$ cat src/rtl/cvs_edge_counter.sv
// One monitored line: synchroniser, edge-history flop and saturating rising-edge counter.
// Counts appear one cycle after the synced edge; clear wins over enable, no backpressure.
module cvs_edge_counter #(
  parameter int SYNC_STAGES = 2,
  parameter int COUNT_W     = 16
) (
  input  logic               clock,
  input  logic               reset_n,
  input  logic               sig_async,
  input  logic               clear,
  input  logic               enable,
  output logic [COUNT_W-1:0] count
);

  localparam logic [COUNT_W-1:0] CNT_ONE = COUNT_W'(1);

  logic [SYNC_STAGES-1:0] sync_q;
  logic                   hist_q;
  logic                   synced;
  logic                   rise;

  assign synced = sync_q[SYNC_STAGES-1];
  assign rise   = synced & ~hist_q;

  // History always follows the synced line, so on clear it already holds the line level
  // and a line that is high when the window opens does not count as an edge.
  always_ff @(posedge clock or negedge reset_n) begin
    if (!reset_n) begin
      sync_q <= '0;
      hist_q <= 1'b0;
      count  <= '0;
    end else begin
      sync_q <= {sync_q[SYNC_STAGES-2:0], sig_async};
      hist_q <= synced;
      if (clear) begin
        count <= '0;
      end else if (enable && rise && (count != '1)) begin
        count <= count + CNT_ONE;
      end
    end
  end

endmodule

$ cat config.mk
export PLATFORM = sky130hd
export DESIGN_NAME = cvs_edge_counter
export DESIGN_NICKNAME = d
export VERILOG_FILES = /design/src/rtl/cvs_edge_counter.sv
export SDC_FILE = /design/constraint.sdc
export NUM_CORES = 1
export LEC_CHECK = 0
export BUFFER_PORTS_ARGS = -buffer_cell sky130_fd_sc_hd__buf_2
export CORE_MARGIN = 4
export CORE_UTILIZATION = 35
export CTS_CLUSTER_SIZE = 10
export DETAILED_ROUTE_END_ITERATION = 16
export PLACE_DENSITY_LB_ADDON = 0.2
export SYNTH_ARGS = -nofsm -noshare
export SYNTH_HDL_FRONTEND = slang
export SYNTH_SLANG_ARGS = --single-unit
$ cat constraint.sdc
create_clock -name clock -period 2.5 [get_ports clock]
set_input_delay 0.625 -clock clock [delete_from_list [all_inputs] [get_ports clock]]
set_output_delay 0.625 -clock clock [all_outputs]
set_load 0.02 [all_outputs]
### After elaboration in Yosys (flattened, before gate mapping)

Index checks and enable logic that the tools add are counted.

| word-level totals | value |
|---|---|
| register bits | 19 |
| bits of input ports | 5 |
| output and inout bits | 16 |
| word-level logic and storage cells | 12 |

| cells by class | value |
|---|---|
| add/subtract/negate cells | 1 |
| equality and inequality tests | 1 |
| muxes and demuxes | 2 |
| bitwise operators | 2 |
| reductions and logical operators | 3 |

Operators with widths:

| kind | count |
|---|---|
| two-way mux 16 bit | 2 |
| adder 16 x 1 -> 16 bit (second input constant) | 1 |
| != test 16 bit (second input constant) | 1 |
| logical AND 1 bit | 2 |
| nonzero test 2 bit | 1 |
| AND 1 bit | 1 |
| inverter 1 bit | 1 |

### Logic depth before layout (Yosys ltp)

Gate-level depths: netlist (run 1).

| logic depth | value |
|---|---|
| depth in word-level cells | 6 |
| gate-level depth with buffers | 6 |
| mapped depth without buffers | 5 |

### Least setup slack after synthesis (run 1)

OpenSTA, ideal clock, no wires.

| path | value |
|---|---|
| path type | register to register |
| start point | register count[0] |
| end point | register count[14] |
| library setup time | 77 ps |
| arrival time | 1992 ps |
| data required time | 2423 ps |
| setup slack | 431 ps |
| stages on the path, launching flop included | 7 |
| path buffers | 1 |
| period minus slack after synthesis | 2069 ps |
| cells stage by stage | dfrtp_1 ha_1 nand4_1 or3_1 clkbuf_2 or4_1 a21oi_1 |

| on the way | value |
|---|---|
| longest elaborated chain between the ends | 3 |
| elaborated cells on any way between the ends | 6 |
| classes of those cells | add/sub (1); eq/ne (1); mux (2); reduce/logical (2) |

Ends and longest elaborated chain:

| item | line | RTL |
|---|---|---|
| start: declaration | 12 | `output logic [COUNT_W-1:0] count` |
| start signal: assignment | 38 | `count <= count + CNT_ONE;` |
| adder 16 x 1 -> 16 bit / != test 16 bit (equally long branches) | 38, 37 |  |
| two-way mux 16 bit / logical AND 1 bit (equally long branches) | 37 | `end else if (enable && rise && (count != '1)) begin` |
| two-way mux 16 bit / nonzero test 2 bit (equally long branches) | - |  |

Several ways; a longest one is shown, not always the timed one. The select of a mux whose other input is x is not followed.
A chain may end at the register's enable or synchronous reset.

### Final worst setup path (run 1)

Ends and elaborated chain as after synthesis.

==> impl_metrics.csv, run 1 <==
group,metric,value,unit
critical_path,critPathMaxFanout,8,
critical_path,worstSetupPathType,"register to register",
finish,syn_to_final_growth,13.6,%
routing,vias,904,
die,die_w,61.9,um
critical_path,worst-path-buf-inv,0,
cts,cts_hold_buf,0,
synthesis,ys_seq_area_frac,0.467,
cts,cts_buffers,3,
power_and_ir_drop,total_power,496,uW
finish,layout-drive-gt1-share,0.264,
finish,diodes,0,
sta,finalSetupViolCount,0,
sta,rsz0062_at_grt,"false",
critical_path,max_stage_delay,0.50,ns
global_routing,grt_pass1_vias,845,
sta,tightestPinTransition,0.514,ns
die,rows,19,
synthesis,yosys_warnings,0,
finish,regArea,475,um^2
finish,mostFrequentLayoutCells,"20 x buf_2, 19 x dfrtp_1, 10 x nor2_1, 8 x nand3_1",
routing,drtPass1Iterations,4,
finish,final_common_cell,"buf_2",
global_routing,gr-total-overflow,0,
cts,clock-sinks,19,
power_and_ir_drop,irDropWorstVdd,0.293,mV
critical_path,r2r-end,"count[14]",
die,dieArea,0.00384,mm^2
finish,multiInputGateArea,504,um^2
critical_path,cpLargestDelayFamily,"simple AND/OR/NAND/NOR gates",
routing,drt_iter0_drc,29,
sta,hold_viol_final,0,
cts,h-tree-depth,1,
die,ios,21,
critical_path,crit_chain,"ha_1 -> nand4_1 -> or3_1 -> or4_1 -> a21oi_1",
die,chipHeight,61.9,um
global_routing,antenna_found_initial,0,
critical_path,cp-end-kind,"register",
place,dpl.hpwl,1700,um
cts,clockBufferDepth,2,
sta,max_freq,466,MHz
worst_hold_path,hp-class,"primary input to asynchronous set/reset pin",
synthesis,syn_area,0.00102,mm^2
global_routing,grt_pass1_wl,3920,um
critical_path,r2r_slack,0.35,ns
job,cap_violations,0,
die,start_util,0.369,
routing,routed_wl,2300,um
synthesis,synth.distinct_cells,30,
sta,final.setup.tns,0,ns
global_routing,grt_usage,0.143,
synthesis,synth_nets,110,
power_and_ir_drop,power_density,429,mW/mm^2
critical_path,reg2regPathDepth,5,
global_routing,grt_start_max_net_pins,23,
finish,finalNetCount,132,
routing,drc,0,
cts,post_cts_buffers,0,
cts,clk-insertion-delay-late,0.30,ns
power_and_ir_drop,power_leakage,0.519,nW
routing,wire_per_inst,14.8,um
cts,cts_tree,"done",
synthesis,synthCells,104,
sta,drv_slew,0,
critical_path,cp_slowest_cell,"or3_1",
sta,slew-limit-headroom,0.656,
die,coreArea,0.00276,mm^2
critical_path,worst_ep_arrival_time,2.38,ns
sta,min_period,2.15,ns
critical_path,startpoint_type,"register",
critical_path,worstReg2RegStart,"count[0]",
finish,fillCellCount,280,
routing,ant_nets,0,
run_status,outcome,"finished clean",
sta,timing.final.crit_share,0.858,
cts,clk_pin_slew_worst_paths,0.11,ns
routing,avgViaCountPerCell,5.79,
cts,cts_root_buffer,"clkbuf_4",
cts,cts_resized,0,
sta,fin_skew,0.00269,ns
critical_path,worstPathRequired,2.73,ns
place,io_buffers,20,
place,gp_congestion,0.747,
synthesis,ys_ff_latch,19,
synthesis,syn_avg_cell_area,9.79,um^2
[cell families after synthesis]
| group | count (synthesis) | share of synthesized area |
|---|---|---|
| simple gates | 52 | 0.275 |
| compound gates | 19 | 0.131 |
| flops | 19 | 0.467 |
| mux | 7 | 0.0762 |
| buf+inv | 6 | 0.0381 |
| fa+ha+maj | 1 | 0.0123 |
[worst register-to-register path, cell delays in order (launching register included)]
cell	delay (ns)
dfrtp_1	0.45
ha_1	0.31
nand4_1	0.18
or3_1	0.50
or4_1	0.50
a21oi_1	0.15
[cells in the mapped netlist]
| library cell | n | share of area |
|---|---|---|
| a2111oi_0 | 3 | 0.026 |
| a21oi_1 | 4 | 0.020 |
| a31oi_1 | 2 | 0.012 |
| and2_2 | 1 | 0.0074 |
| and3_1 | 2 | 0.012 |
| and3b_1 | 1 | 0.0086 |
| and4_1 | 1 | 0.0086 |
| buf_6 | 2 | 0.022 |
| clkbuf_2 | 1 | 0.0049 |
| dfrtp_1 | 19 | 0.47 |
| ha_1 | 1 | 0.012 |
| inv_1 | 3 | 0.011 |
| mux2_2 | 6 | 0.066 |
| mux2i_1 | 1 | 0.0098 |
| nand2_1 | 6 | 0.022 |
| nand2b_1 | 1 | 0.0061 |
| nand3_1 | 8 | 0.039 |
| nand3b_1 | 1 | 0.0074 |
| nand4_1 | 4 | 0.025 |
| nor2_1 | 10 | 0.037 |
| nor2b_1 | 6 | 0.037 |
| nor3_1 | 5 | 0.025 |
| nor4_1 | 2 | 0.012 |
| o21ai_0 | 3 | 0.015 |
| o311ai_0 | 3 | 0.026 |
| o31ai_1 | 1 | 0.0074 |
| o41ai_1 | 3 | 0.026 |
| or3_1 | 1 | 0.0061 |
| or3_2 | 2 | 0.015 |
| or4_1 | 1 | 0.0074 |
[worst max path at each step]
stage                  start        end  slack (ns)  depth (start not counted)
floorplan           count[0]  count[14]        0.43                          6
global placement      enable   count[9]        0.37                          5
detailed placement    enable   count[9]        0.28                          5
CTS                 count[0]  count[14]        0.36                          5
global route        count[0]  count[14]        0.18                          5
finish              count[0]  count[14]        0.35                          5
[sequential cells by signal, summed over array words and instances, names as in the netlist]
signal / count
count: 16
sync_q: 2
hist_q: 1
[where the power goes]
group	total [mW]	internal [mW]	switching [mW]
Sequential	0.313	0.311	0.00270
Clock	0.157	0.0596	0.0978
Combinational	0.0255	0.00751	0.0180
[metal layers]
metal / up-vias / share of wire / global-route usage
met3: 7 / 0.053 / 0.0310
met5: - / 0 / 0
met1: 429 / 0.47 / 0.191
met4: 0 / 0.027 / 0.0848
met2: 30 / 0.45 / 0.210
li1: 438 / - / -
[area by class of cell]
type                       instances  share of cell area
tap                               31              0.0335
timing repair buffer              20              0.0865
multi-input combinational         79               0.436
sequential                        19               0.411
clock inverter                     1             0.00432
clock buffer                       3              0.0195
inverter                           3             0.00973
[per-stage QoR]
stage          instances  worst slack [ns]  hold WS, ns  instance area, um^2   util
3_3_place_gp         152             0.369        0.334                 1130  0.410
5_1_grt              156             0.180        0.272                 1160  0.420
3_5_place_dp         152             0.278        0.337                 1130  0.410
6_report             156             0.354        0.245                 1160  0.420
4_1_cts              156             0.358        0.256                 1160  0.420
2_1_floorplan        104             0.431        0.329                 1020      -
Power figures use the tool's default switching activity.
==> run 2: changes to the inputs <==
REMOVE_ABC_BUFFERS = 1   (was not set)
==> run 2 against run 1 <==
  * Via count down 3.0%
  * Global-route usage down 1.1 points
  * Core utilization unchanged
  * Die area unchanged
  * Count of clock-buffer cells in the layout unchanged
  * Power up 0.13%
  * Highest routed layer unchanged
  * Worst hold slack better by 0.0024 ns
  * Combinational power about the same
  * First-iteration DRC count up 3.4%
  * Largest cell class unchanged
  * Maximum frequency up 0.51%
==> impl_metrics.csv, run 2 (same netlist as run 1, synthesis figures left out) <==
group,metric,value,unit
cts,clock-sinks,19,
sta,fin_skew,0.00292,ns
worst_hold_path,hp-class,"primary input to asynchronous set/reset pin",
critical_path,crit_chain,"ha_1 -> nand4_1 -> or3_1 -> or4_1 -> a21oi_1",
run_status,outcome,"finished clean",
die,start_util,0.369,
critical_path,max_stage_delay,0.50,ns
cts,cts_hold_buf,0,
finish,reg.largest.list,"count (16), sync_q (2), hist_q (1)",
critical_path,cp_slowest_cell,"or3_1",
power_and_ir_drop,comb_power_share,0.051,
place,dpl.hpwl,1640,um
finish,syn_to_final_growth,13.6,%
cts,h-tree-depth,1,
sta,drv_slew,0,
cts,clockBufferDepth,2,
routing,ant_nets,0,
sta,tightestPinTransition,0.533,ns
sta,slew-limit-headroom,0.644,
sta,timing.final.crit_share,0.854,
critical_path,critPathMaxFanout,8,
die,rows,19,
place,io_buffers,20,
sta,final.setup.tns,0,ns
sta,rsz0062_at_grt,"false",
cts,clk-insertion-delay-late,0.30,ns
sta,finalSetupViolCount,0,
cts,post_cts_buffers,0,
cts,cts_resized,0,
power_and_ir_drop,irDropWorstVdd,0.252,mV
routing,wire_per_inst,14.2,um
critical_path,cp-end-kind,"register",
routing,top_layer,"met4",
critical_path,worstSetupPathType,"register to register",
cts,cts_buffers,3,
die,die_w,61.9,um
global_routing,antenna_found_initial,0,
finish,largest_reg_flops,16,
critical_path,worstPathRequired,2.73,ns
die,dieArea,0.00384,mm^2
finish,finalNetCount,132,
global_routing,gr-total-overflow,0,
sta,fin_hold_ws,0.248,ns
cts,cts_tree,"done",
place,placed_cells,152,
power_and_ir_drop,switching_share,0.240,
routing,met3_length,70,um
power_and_ir_drop,power_leakage,0.519,nW
routing,vias,877,
global_routing,grt_pass1_vias,845,
sta,hold_viol_final,0,
place,gp_congestion,0.751,
routing,drc,0,
finish,mostFrequentLayoutCells,"20 x buf_2, 19 x dfrtp_1, 10 x nor2_1, 8 x nand3_1",
critical_path,worst-path-buf-inv,0,
routing,avgViaCountPerCell,5.62,
critical_path,cpLargestDelayFamily,"simple AND/OR/NAND/NOR gates",
global_routing,grt_start_max_net_pins,23,
die,ios,21,
power_and_ir_drop,seqPwrFrac,0.631,
cts,cts_root_buffer,"clkbuf_4",
finish,final_common_cell,"buf_2",
sta,max_freq,468,MHz
die,coreArea,0.00276,mm^2
power_and_ir_drop,power.internal,378,uW
global_routing,grt_usage,0.132,
routing,met2WireLength,1070,um
finish,layout-drive-gt1-share,0.264,
sta,min_period,2.13,ns
finish,fillCellCount,280,
routing,drt_iter0_drc,30,
routing,drtPass1Iterations,4,
power_and_ir_drop,power.net_switching,119,uW
routing,routed_wl,2220,um
routing,met1_length,1050,um
finish,instances_no_fill,156,
power_and_ir_drop,p_clk_frac,0.319,
critical_path,startpoint_type,"register",
job,cap_violations,0,
power_and_ir_drop,power_density,429,mW/mm^2
critical_path,worst_ep_arrival_time,2.36,ns
finish,top_register,"count",
die,chipHeight,61.9,um
finish,diodes,0,
global_routing,grt_pass1_wl,3730,um
cts,clk_pin_slew_worst_paths,0.11,ns
run 2: cell counts in the layout (fill, tap and decap cells not counted):
No cell type changed its count.
run 2: worst reg2reg max path: cells and delay by family (launching register included):
kind            cells  cell delay (ns)
compound gates      1             0.15
fa+ha+maj           1             0.31
flops               1             0.44
simple gates        3             1.17
run 2: area by class of cell:
class	instances	area, um^2	area share
Clock buffer	3	22.5	0.0195
Clock inverter	1	5.00	0.00432
Inverter	3	11.3	0.00973
Multi-Input combinational cell	79	504	0.436
Sequential cell	19	475	0.411
Tap cell	31	38.8	0.0335
Timing Repair Buffer	20	100	0.0865
run 2: worst paths after layout:
| path | to | slack (ns) | from | cells past startpoint |
|---|---|---|---|---|
| max in group asynchronous | count[12] | 1.95 | reset_n | 1 |
| hold / removal | sync_q[0] | 0.25 | reset_n | 1 |
| hold reg to reg | sync_q[1] | 0.36 | sync_q[0] | 0 |
| setup / recovery | count[14] | 0.37 | count[0] | 5 |
| min in group clock | sync_q[1] | 0.36 | sync_q[0] | 0 |
| setup reg to reg | count[14] | 0.37 | count[0] | 5 |
run 2: power by group through the flow:
stage | clock (mW) | sequential, mW | combinational (mW)
after CTS | 0.166 | 0.313 | 0.0263
after floorplan | 0 | 0.320 | 0.00791
final | 0.158 | 0.313 | 0.0252
after detailed placement | 0 | 0.319 | 0.0264
after global placement | 0 | 0.319 | 0.0255
after global routing | 0.176 | 0.314 | 0.0292
run 2: per-stage QoR:
stage          power, mW  setup slack, ns  cell area (um^2)  utilization
3_5_place_dp       0.346            0.329              1130        0.410
2_1_floorplan      0.328            0.469               991            -
3_3_place_gp       0.345            0.334              1130        0.410
5_1_grt            0.520            0.209              1160        0.420
6_report           0.497            0.365              1160        0.420
4_1_cts            0.506            0.351              1160        0.420
run 2: metal layers:
| layer | vias up | track usage |
|---|---|---|
| met3 | 2 | 0.0310 |
| met5 | - | 0 |
| met1 | 428 | 0.172 |
| met4 | 0 | 0.0545 |
| met2 | 11 | 0.210 |
| li1 | 436 | - |
==> run 3: changes to the inputs <==
BUFFER_PORTS_ARGS = -buffer_cell sky130_fd_sc_hd__clkbuf_2   (was -buffer_cell sky130_fd_sc_hd__buf_2)
CORE_MARGIN = not set   (was 4)
==> run 3 against run 2 <==
  * Via count up 0.57%
  * Sequential share of layout area down 0.089 points
  * Sequential cell count unchanged
==> impl_metrics.csv, run 3 (same netlist as run 1, synthesis figures left out) <==
group,metric,value,unit
finish,finalNetCount,132,
sta,timing.final.crit_share,0.863,
routing,drt_iter0_drc,15,
place,placed_cell_area,0.00113,mm^2
critical_path,cp-end-kind,"register",
die,start_util,0.369,
sta,tightestPinTransition,0.486,ns
critical_path,worst_ep_arrival_time,2.38,ns
finish,top_register,"count",
global_routing,grt_pass1_vias,894,
place,gp_congestion,0.802,
finish,instances_no_fill,156,
power_and_ir_drop,power_density,429,mW/mm^2
power_and_ir_drop,power.net_switching,119,uW
sta,drv_slew,0,
power_and_ir_drop,switching_share,0.239,
routing,drc,0,
cts,h-tree-depth,1,
routing,avgViaCountPerCell,5.65,
critical_path,critPathMaxFanout,8,
cts,clock-sinks,19,
cts,clk-insertion-delay-late,0.30,ns
cts,cts_hold_buf,0,
power_and_ir_drop,comb_power_share,0.051,
sta,min_period,2.16,ns
cts,cts_resized,0,
power_and_ir_drop,irDropWorstVdd,0.240,mV
die,coreArea,0.00276,mm^2
finish,mostFrequentLayoutCells,"20 x clkbuf_2, 19 x dfrtp_1, 10 x nor2_1, 8 x nand3_1",
global_routing,grt_pass1_wl,4150,um
cts,clk_pin_slew_worst_paths,0.12,ns
cts,cts_root_buffer,"clkbuf_4",
place,io_buffers,20,
power_and_ir_drop,power_leakage,0.501,nW
sta,hold_viol_final,0,
power_and_ir_drop,seqPwrFrac,0.629,
critical_path,worstPathRequired,2.72,ns
finish,layout-drive-gt1-share,0.264,
critical_path,crit_chain,"ha_1 -> nand4_1 -> or3_1 -> or4_1 -> a21oi_1",
finish,reg.largest.list,"count (16), sync_q (2), hist_q (1)",
power_and_ir_drop,p_clk_frac,0.320,
sta,fin_skew,0.0111,ns
finish,diodes,0,
die,die_w,55.9,um
cts,clockBufferDepth,2,
routing,vias,882,
sta,finalSetupViolCount,0,
die,dieArea,0.00313,mm^2
cts,cts_buffers,3,
die,chipHeight,55.9,um
finish,final_common_cell,"clkbuf_2",
routing,ant_nets,0,
critical_path,cp_slowest_cell,"or4_1",
global_routing,grt_usage,0.166,
critical_path,worstSetupPathType,"register to register",
sta,slew-limit-headroom,0.667,
finish,final_util,0.421,
finish,syn_to_final_growth,13.9,%
die,rows,19,
global_routing,gr-total-overflow,0,
sta,final.setup.tns,0,ns
cts,post_cts_buffers,0,
global_routing,antenna_found_initial,0,
job,cap_violations,0,
routing,drtPass1Iterations,5,
die,ios,21,
place,dpl.hpwl,1640,um
sta,max_freq,464,MHz
finish,largest_reg_flops,16,
cts,cts_tree,"done",
global_routing,grt_start_max_net_pins,23,
routing,wire_per_inst,14.4,um
place,placed_cells,152,
routing,routed_wl,2250,um
finish,design_area,0.00116,mm^2
critical_path,max_stage_delay,0.49,ns
worst_hold_path,hp-class,"primary input to asynchronous set/reset pin",
critical_path,startpoint_type,"register",
run_status,outcome,"finished clean",
sta,rsz0062_at_grt,"false",
power_and_ir_drop,power.internal,379,uW
==> run 3: power by group through the flow <==
stage | combinational [mW] | sequential [mW] | clock, mW
final | 0.0254 | 0.313 | 0.159
after CTS | 0.0263 | 0.314 | 0.171
after floorplan | 0.00791 | 0.320 | 0
after detailed placement | 0.0263 | 0.319 | 0
after global routing | 0.0300 | 0.314 | 0.186
after global placement | 0.0254 | 0.319 | 0
==> run 3: path summary, 6_finish.rpt <==
path | cells past startpoint | slack, ns | end | from
max | 5 | 0.34 | count[14] | count[0]
min | 1 | 0.26 | count[4] | reset_n
max reg2reg | 5 | 0.34 | count[14] | count[0]
min reg2reg | 0 | 0.36 | sync_q[1] | sync_q[0]
max in group asynchronous | 1 | 1.90 | count[12] | reset_n
min in group clock | 0 | 0.36 | sync_q[1] | sync_q[0]
==> run 3: through the flow <==
| step | setup WS (ns) | hold WS [ns] | total power [mW] |
|---|---|---|---|
| after floorplan | 0.469 | 0.329 | 0.328 |
| after global placement | 0.334 | 0.332 | 0.345 |
| after detailed placement | 0.278 | 0.339 | 0.346 |
| after CTS | 0.343 | 0.266 | 0.511 |
| after global routing | 0.184 | 0.277 | 0.530 |
| final | 0.343 | 0.255 | 0.498 |
==> run 3: worst max-delay path: cells and delay by family, from the launching register on <==
family | cells | cell delay (ns)
adder cells (fa/ha/maj) | 1 | 0.33
flip-flops | 1 | 0.45
AND/OR/NAND/NOR | 3 | 1.15
AO/OA/AOI/OAI | 1 | 0.15
==> run 3: routing by layer <==
| metal | up-vias | global-route usage | wire length (um) |
|---|---|---|---|
| met5 | - | 0 | 0 |
| met4 | 0 | 0.0662 | 28 |
| met3 | 4 | 0.0233 | 93 |
| met2 | 22 | 0.260 | 1080 |
| met1 | 424 | 0.234 | 1050 |
| li1 | 432 | - | - |
==> run 3: layout make-up <==
cell class	instances	area (um^2)
Timing Repair Buffer	20	100
Tap cell	31	38.8
Fill cell	284	1600
Sequential cell	19	475
Multi-Input combinational cell	79	504
Clock buffer	3	22.5
Inverter	3	11.3
Clock inverter	1	7.51
